File: config.mk
export PLATFORM = sky130hd
export DESIGN_NAME = controller_sequencer_bh_flat
export DESIGN_NICKNAME = d
export VERILOG_FILES = /design/src/rtl/controller_sequencer_bh_if.sv /design/src/rtl/controller_sequencer_bh.sv /design/src/flat_wrapper.sv
export SDC_FILE = /design/constraint.sdc
export NUM_CORES = 1
export LEC_CHECK = 0
export ABC_CLOCK_PERIOD_IN_PS = 2600
export CAP_MARGIN = 15
export CORE_UTILIZATION = 40
export DETAILED_ROUTE_END_ITERATION = 10
export PLACE_DENSITY = 0.81
export SLEW_MARGIN = 5
export SYNTH_ARGS = -nofsm -noshare
export SYNTH_HDL_FRONTEND = slang
export SYNTH_SLANG_ARGS = --single-unit
File: constraint.sdc
create_clock -name CLK_BAR -period 2.6 [get_ports CLK_BAR]
set_input_delay 0.26 -clock CLK_BAR [delete_from_list [all_inputs] [get_ports CLK_BAR]]
set_output_delay 0.26 -clock CLK_BAR [all_outputs]
set_load 0.01 [all_outputs]
File: src/rtl/controller_sequencer_bh_if.sv
// controller_sequencer_bh_if
//   Bundles the controller-sequencer's instruction input and control outputs.
//   IR_OPCODE : instruction register upper nibble (driven by the IR side)
//   CON       : 12-bit control word {Cp,Ep,Lm_bar,CE_bar,Li_bar,Ei_bar,
//               La_bar,Ea,Su,Eu,Lb_bar,Lo_bar}
//   T         : one-hot ring state, T[0]=T1 .. T[5]=T6, all zero when halted
//   HLT_BAR   : active-low halt to the clock generator
//   Modports: master = datapath/IR side, slave = controller-sequencer.
interface controller_sequencer_bh_if;
   logic [3:0]  IR_OPCODE;
   logic [11:0] CON;
   logic [5:0]  T;
   logic        HLT_BAR;

   modport master (output IR_OPCODE, input CON, input T, input HLT_BAR);
   modport slave  (input IR_OPCODE, output CON, output T, output HLT_BAR);
endinterface

File: src/rtl/controller_sequencer_bh.sv
// controller_sequencer_bh
//   SAP-1 controller-sequencer: six-state ring counter (T1..T6) plus the
//   instruction decoder producing the 12-bit control word CON.
//   Ports:
//     CLK_BAR : inverted system clock; state advances on its rising edge
//     CLR_BAR : asynchronous active-low reset (returns to T1, clears halt)
//     bus     : controller_sequencer_bh_if.slave
//               (IR_OPCODE in; CON, T, HLT_BAR out)
//   Optional build macro CS_VAR_CYCLE_EN: shortens the machine cycle
//   (LDA ends after T5; OUT and undefined opcodes end after T4).
//   CON per state is the same in both builds.
module controller_sequencer_bh #(
   parameter logic [3:0] OPC_LDA = 4'b0000,
   parameter logic [3:0] OPC_ADD = 4'b0001,
   parameter logic [3:0] OPC_SUB = 4'b0010,
   parameter logic [3:0] OPC_OUT = 4'b1110,
   parameter logic [3:0] OPC_HLT = 4'b1111
) (
   input  logic                        CLK_BAR,
   input  logic                        CLR_BAR,
   controller_sequencer_bh_if.slave    bus
);

   // State encoding is the T output itself (one-hot, zero when halted).
   typedef enum logic [5:0] {
      S_HALT = 6'b000000,
      S_T1   = 6'b000001,
      S_T2   = 6'b000010,
      S_T3   = 6'b000100,
      S_T4   = 6'b001000,
      S_T5   = 6'b010000,
      S_T6   = 6'b100000
   } state_t;

   localparam logic [11:0] CON_NOP = 12'h3E3;

   state_t      state;
   logic        hlt_bar_q;
   logic [11:0] con;

`ifdef CS_VAR_CYCLE_EN
   // Instructions whose execute phase has nothing to do after T4 / T5.
   logic end_at_t4;
   logic end_at_t5;
   assign end_at_t4 = (bus.IR_OPCODE != OPC_LDA) && (bus.IR_OPCODE != OPC_ADD) &&
                      (bus.IR_OPCODE != OPC_SUB) && (bus.IR_OPCODE != OPC_HLT);
   assign end_at_t5 = (bus.IR_OPCODE == OPC_LDA);
`endif

   always_ff @(posedge CLK_BAR or negedge CLR_BAR) begin
      if (!CLR_BAR) begin
         state     <= S_T1;
         hlt_bar_q <= 1'b1;
      end else if (hlt_bar_q) begin
         case (state)
            S_T1: state <= S_T2;
            S_T2: state <= S_T3;
            S_T3: state <= S_T4;
            S_T4: begin
               if (bus.IR_OPCODE == OPC_HLT) begin
                  state     <= S_HALT;
                  hlt_bar_q <= 1'b0;
               end
`ifdef CS_VAR_CYCLE_EN
               else if (end_at_t4) state <= S_T1;
`endif
               else state <= S_T5;
            end
            S_T5: begin
`ifdef CS_VAR_CYCLE_EN
               if (end_at_t5) state <= S_T1;
               else           state <= S_T6;
`else
               state <= S_T6;
`endif
            end
            S_T6:    state <= S_T1;
            // Any non-one-hot pattern while running (including all-zero)
            // restarts the ring.
            default: state <= S_T1;
         endcase
      end
      // Halted: state frozen until CLR_BAR.
   end

   // Control word decode; opcode only matters in T4..T6.
   always_comb begin
      con = CON_NOP;
      if (hlt_bar_q) begin
         case (state)
            S_T1: con = 12'h5E3;
            S_T2: con = 12'hBE3;
            S_T3: con = 12'h263;
            S_T4: begin
               case (bus.IR_OPCODE)
                  OPC_LDA: con = 12'h1A3;
                  OPC_ADD: con = 12'h1A3;
                  OPC_SUB: con = 12'h1A3;
                  OPC_OUT: con = 12'h3F2;
                  default: con = CON_NOP;
               endcase
            end
            S_T5: begin
               case (bus.IR_OPCODE)
                  OPC_LDA: con = 12'h2C3;
                  OPC_ADD: con = 12'h2E1;
                  OPC_SUB: con = 12'h2E1;
                  default: con = CON_NOP;
               endcase
            end
            S_T6: begin
               case (bus.IR_OPCODE)
                  OPC_ADD: con = 12'h3C7;
                  OPC_SUB: con = 12'h3CF;
                  default: con = CON_NOP;
               endcase
            end
            default: con = CON_NOP;
         endcase
      end
   end

   assign bus.CON     = con;
   assign bus.T       = state;
   assign bus.HLT_BAR = hlt_bar_q;

endmodule

File: src/flat_wrapper.sv
// flat-port wrapper written by rule: the top's interface ports become plain ports
module controller_sequencer_bh_flat 
#(
   parameter logic [3:0] OPC_LDA = 4'b0000,
   parameter logic [3:0] OPC_ADD = 4'b0001,
   parameter logic [3:0] OPC_SUB = 4'b0010,
   parameter logic [3:0] OPC_OUT = 4'b1110,
   parameter logic [3:0] OPC_HLT = 4'b1111
)
  (CLK_BAR, CLR_BAR, bus_IR_OPCODE, bus_CON, bus_T, bus_HLT_BAR);
  controller_sequencer_bh_if bus_i ();
  input  logic CLK_BAR;
  input  logic CLR_BAR;
  input wire logic [$bits(bus_i.IR_OPCODE)-1:0] bus_IR_OPCODE;
  output wire logic [$bits(bus_i.CON)-1:0] bus_CON;
  output wire logic [$bits(bus_i.T)-1:0] bus_T;
  output wire logic [$bits(bus_i.HLT_BAR)-1:0] bus_HLT_BAR;
  assign bus_i.IR_OPCODE = bus_IR_OPCODE;
  assign bus_CON = bus_i.CON;
  assign bus_T = bus_i.T;
  assign bus_HLT_BAR = bus_i.HLT_BAR;
  controller_sequencer_bh #(.OPC_LDA(OPC_LDA), .OPC_ADD(OPC_ADD), .OPC_SUB(OPC_SUB), .OPC_OUT(OPC_OUT), .OPC_HLT(OPC_HLT)) u_core (.CLK_BAR(CLK_BAR), .CLR_BAR(CLR_BAR), .bus(bus_i));
endmodule
==> results.rst, run 1 <==
.. list-table::
   :header-rows: 1

   * - Metric
     - Value
   * - Clock period minus final worst setup slack
     - 2.491 ns
   * - Switching share of power
     - between 40% and 50%
   * - Data required time at the worst endpoint
     - 2.34 ns
   * - Share of synthesized registers carrying an async set or reset
     - 100.0%
   * - Switching power total
     - 0.0003689 W
   * - Sequential share of the synthesized area
     - 29.71%
   * - Distinct cell type count after synthesis
     - 35
   * - Vias in the first global route
     - 599
   * - Portion of total power attributed to the clock network
     - 12.3%
   * - Synthesized area divided by synthesized cell count
     - between 8 and 9 sq um
   * - Fraction of layout instances using a drive strength above 1
     - 15.31%
   * - First-pass GRT wire length
     - 2649 um
   * - Arrival @ worst endpoint
     - around 2.2 ns
   * - Count of unresolved DRC violations after routing
     - 0
   * - Area fraction of the dominant cell type after synthesis
     - 20.92%
   * - Routed vias/inst
     - 5.832
   * - Antenna violations before repair
     - 0
   * - Die area
     - around 1700 sq um
   * - Final setup skew
     - 0.005448 ns
   * - WL final
     - roughly 1700 um
   * - Number of nets in the synthesized netlist
     - 79
   * - Number of clock sinks seen by CTS
     - 7
   * - Maximum fanout along the worst path
     - 9
   * - Drt pass-1 iters
     - 4
   * - Buffers on Ports
     - 24
   * - End point of the critical path
     - bus_CON[0]
   * - Clock-pin transition on the worst setup and hold timing paths
     - 0.06 ns
   * - Clock root buffer
     - sky130_fd_sc_hd__clkbuf_4
   * - Cell Count, Final, Fillers Out
     - 113
   * - Overflow after GRT
     - 0
   * - Worst-case register-to-register setup slack
     - between 1 and 1.5 ns
   * - Outcome
     - finished, final reports clean
   * - Most area-hungry cell type in the Yosys netlist
     - sky130_fd_sc_hd__dfrtp_1
   * - MaxCap Viol Count
     - 0
   * - Total CTS buffers
     - 3
   * - P_int
     - 0.0004830 W
   * - Postcts setup bufs
     - 0
   * - Normalized max-slew margin
     - 74.47%
   * - Total count of max-transition violations in the final report
     - 0
   * - End of the worst register-to-register path
     - u_core.bus.T[0]$_DFFE_PN1P_
   * - Achievable Freq
     - 0.4015 GHz
   * - Starting density of the core
     - 44.30%
   * - Number of enable flip-flop cells after synthesis
     - 0
   * - Count of final hold-check violations
     - 0
   * - Top Ports
     - 25
   * - CTS tree
     - built
   * - Detailed placement HPWL
     - 1309 um
   * - Final clock period utilization by the worst path
     - 95.80%
   * - Area growth, synth to finish
     - 46.23%
   * - Final weighted congestion in routability-driven placement
     - 0.8644
   * - Number of placed instances with taps included
     - 109
   * - Crit Reg-Reg Startpoint
     - u_core.bus.T[0]$_DFFE_PN1P_
   * - Crit end category
     - output pin
   * - Chip Width
     - between 40 and 50 um
   * - Sequential cell fraction of total power
     - 28.9%
   * - Global routing usage summed across all routing layers
     - 25.34%
   * - Number of synthesized register bits
     - 7
   * - Worst r2r path cells
     - 4
   * - Antenna cell count
     - 0
   * - Core Region
     - 1350 sq um
   * - CTS Hold Buffers Added
     - 0
   * - Logic pwr share
     - approximately three fifths
   * - Crit path from
     - u_core.bus.T[2]$_DFFE_PN0P_
   * - Most frequent standard cell in the layout excluding fill and tap cells
     - sky130_fd_sc_hd__clkdlybuf4s50_1
   * - Type of the setup path with the least slack
     - reg -> out
   * - Largest net degree at the start of global routing
     - 13
   * - Total negative setup slack
     - 0 ns
   * - Worst-Skew Late Latency
     - roughly 0.26 ns
   * - Maximum number of buffers from clock root to sink
     - 2
   * - Area contributors post-synth
     - sky130_fd_sc_hd__dfrtp_1 (21%), sky130_fd_sc_hd__dfstp_2 (8.8%), sky130_fd_sc_hd__nand2_1 (4.4%)
   * - Critical path startpoint category
     - register
   * - Synthesized netlist cell count
     - 73
   * - DR WL/cell
     - 15.12 um
   * - Final setup vio count
     - 0
   * - Count of synthesis-stage warnings from yosys
     - 0
   * - Final-stage net count
     - 105
   * - Highest-count cells in the layout ignoring fill and taps
     - sky130_fd_sc_hd__clkdlybuf4s50_1 (23), sky130_fd_sc_hd__nand2_1 (7), sky130_fd_sc_hd__nor2_1 (7), sky130_fd_sc_hd__nor3_1 (5), sky130_fd_sc_hd__o21ai_0 (4)
   * - PwrDens
     - 974.1 nW/um^2
   * - Worst-Margin Slew
     - 0.3798 ns
   * - Class of the most critical hold timing path
     - in -> async
   * - Htree depth
     - 1
   * - Leading register cell type out of synthesis
     - sky130_fd_sc_hd__dfrtp_1
   * - Placement Rows
     - 13
   * - DR iter-0 viols
     - 13
   * - Peak supply drop
     - 0.5094 mV
   * - Leakage
     - 0.3512 nW
   * - RSZ-0062 raised after global routing
     - false
   * - Post-synthesis instance area
     - 598.1 sq um
   * - Die height
     - 40.67 um
   * - Vias after detailed routing
     - ~660
   * - Remaining antenna violation count after routing
     - 0
==> cell type report <==
cell class	instances	area [sq um]
multi-input cells	58	380.4
inverters	3	11.26
flip-flops and latches	7	180.2
fillers	120	475.5
repair buffers	26	257.7
well taps	15	18.77
clock buffers	4	26.28
==> how the worst min path moves through the flow <==
stage	end	slack [ns]	cells past startpoint	start
finish	u_core.bus.T[3]$_DFFE_PN0P_	0.27	1	CLR_BAR
global route	u_core.bus.T[5]$_DFFE_PN0P_	0.28	1	CLR_BAR
CTS	u_core.bus.T[3]$_DFFE_PN0P_	0.28	1	CLR_BAR
detailed placement	u_core.bus.T[5]$_DFFE_PN0P_	0.52	2	u_core.bus.HLT_BAR$_DFF_PN1_
global placement	u_core.bus.T[5]$_DFFE_PN0P_	0.53	2	u_core.bus.HLT_BAR$_DFF_PN1_
floorplan	u_core.bus.T[1]$_DFFE_PN0P_	-0.04	0	CLR_BAR
==> flip-flops by register name, indices dropped and copies added, names as in the netlist <==
name,count
u_core.bus.T,6
u_core.bus.HLT_BAR,1
==> critical path, stage by stage (launching register included) <==
cell                              delay (ns)
sky130_fd_sc_hd__dfrtp_2                0.48
sky130_fd_sc_hd__nor4b_4                0.34
sky130_fd_sc_hd__and2_1                 0.21
sky130_fd_sc_hd__nand2_1                0.09
sky130_fd_sc_hd__or3_1                  0.34
sky130_fd_sc_hd__clkdlybuf4s50_1        0.49
==> power by group through the flow <==
stage	combinational [W]	clock (W)	sequential, W
floorplan	0.000338	0	0.000203
global placement	0.000481	0	0.000241
detailed placement	0.000499	0	0.000241
CTS	0.000502	0.000107	0.000241
global route	0.000554	0.000113	0.000254
finish	0.000502	0.000104	0.000246
==> cell usage after synthesis (all sizes together) (3+ instances only) <==
cell and count:
nor3 5, o21ai 4, nand2 7, nor2 9
inv 3, nand3 4, buf 3, dfrtp 5
nand4 3, or3 3, nand2b 3
==> what timing repair did <==
| action | CTS | global route |
|---|---|---|
| gates resized for setup | 1 | 3 |
| cloned | 0 | 0 |
| endpoints found under the setup margin | 1 | 2 |
| pin swaps | 0 | 0 |
==> through the flow <==
stage	total power (W)	utilization [%]	instance area, sq um	setup WS (ns)	hold slack, ns
CTS	0.0008505	64.04	864.6	0.005190	0.2776
global placement	0.0007221	62.00	837.1	0.3399	0.5257
floorplan	0.0005410	-	598.1	0.7753	-0.03559
finish	0.0008519	64.78	874.6	0.1092	0.2702
detailed placement	0.0007402	62.00	837.1	0.2559	0.5157
global route	0.0009214	64.78	874.6	0.01864	0.2832
==> logic make-up after synthesis <==
logic type,after synthesis,share of synthesized area [%]
flops,7,29.71
buf+inv,8,7.740
compound gates,15,17.16
simple gates,40,41.01
xor+xnor,3,4.394
==> metal layers <==
| metal | up-vias | wire length (um) | track usage, % |
|---|---|---|---|
| met1 | 313 | 755 | 30.07 |
| met3 | 4 | 93 | 9.239 |
| met4 | 0 | 26 | 15.83 |
| met2 | 24 | 832 | 38.49 |
| met5 | - | 0 | 0 |
| li1 | 318 | - | - |
(Power assumes the default switching activity.)
==> inputs of run 2 (changes only) <==
--- a/config.mk
+++ b/config.mk
@@ -9,6 +9,7 @@
 export CAP_MARGIN = 15
 export CORE_UTILIZATION = 40
 export DETAILED_ROUTE_END_ITERATION = 10
+export HOLD_SLACK_MARGIN = 0.03
 export PLACE_DENSITY = 0.81
 export SLEW_MARGIN = 5
 export SYNTH_ARGS = -nofsm -noshare
==> results of run 2 <==
The final DEF is identical to that of run 1; final timing and power are the same.
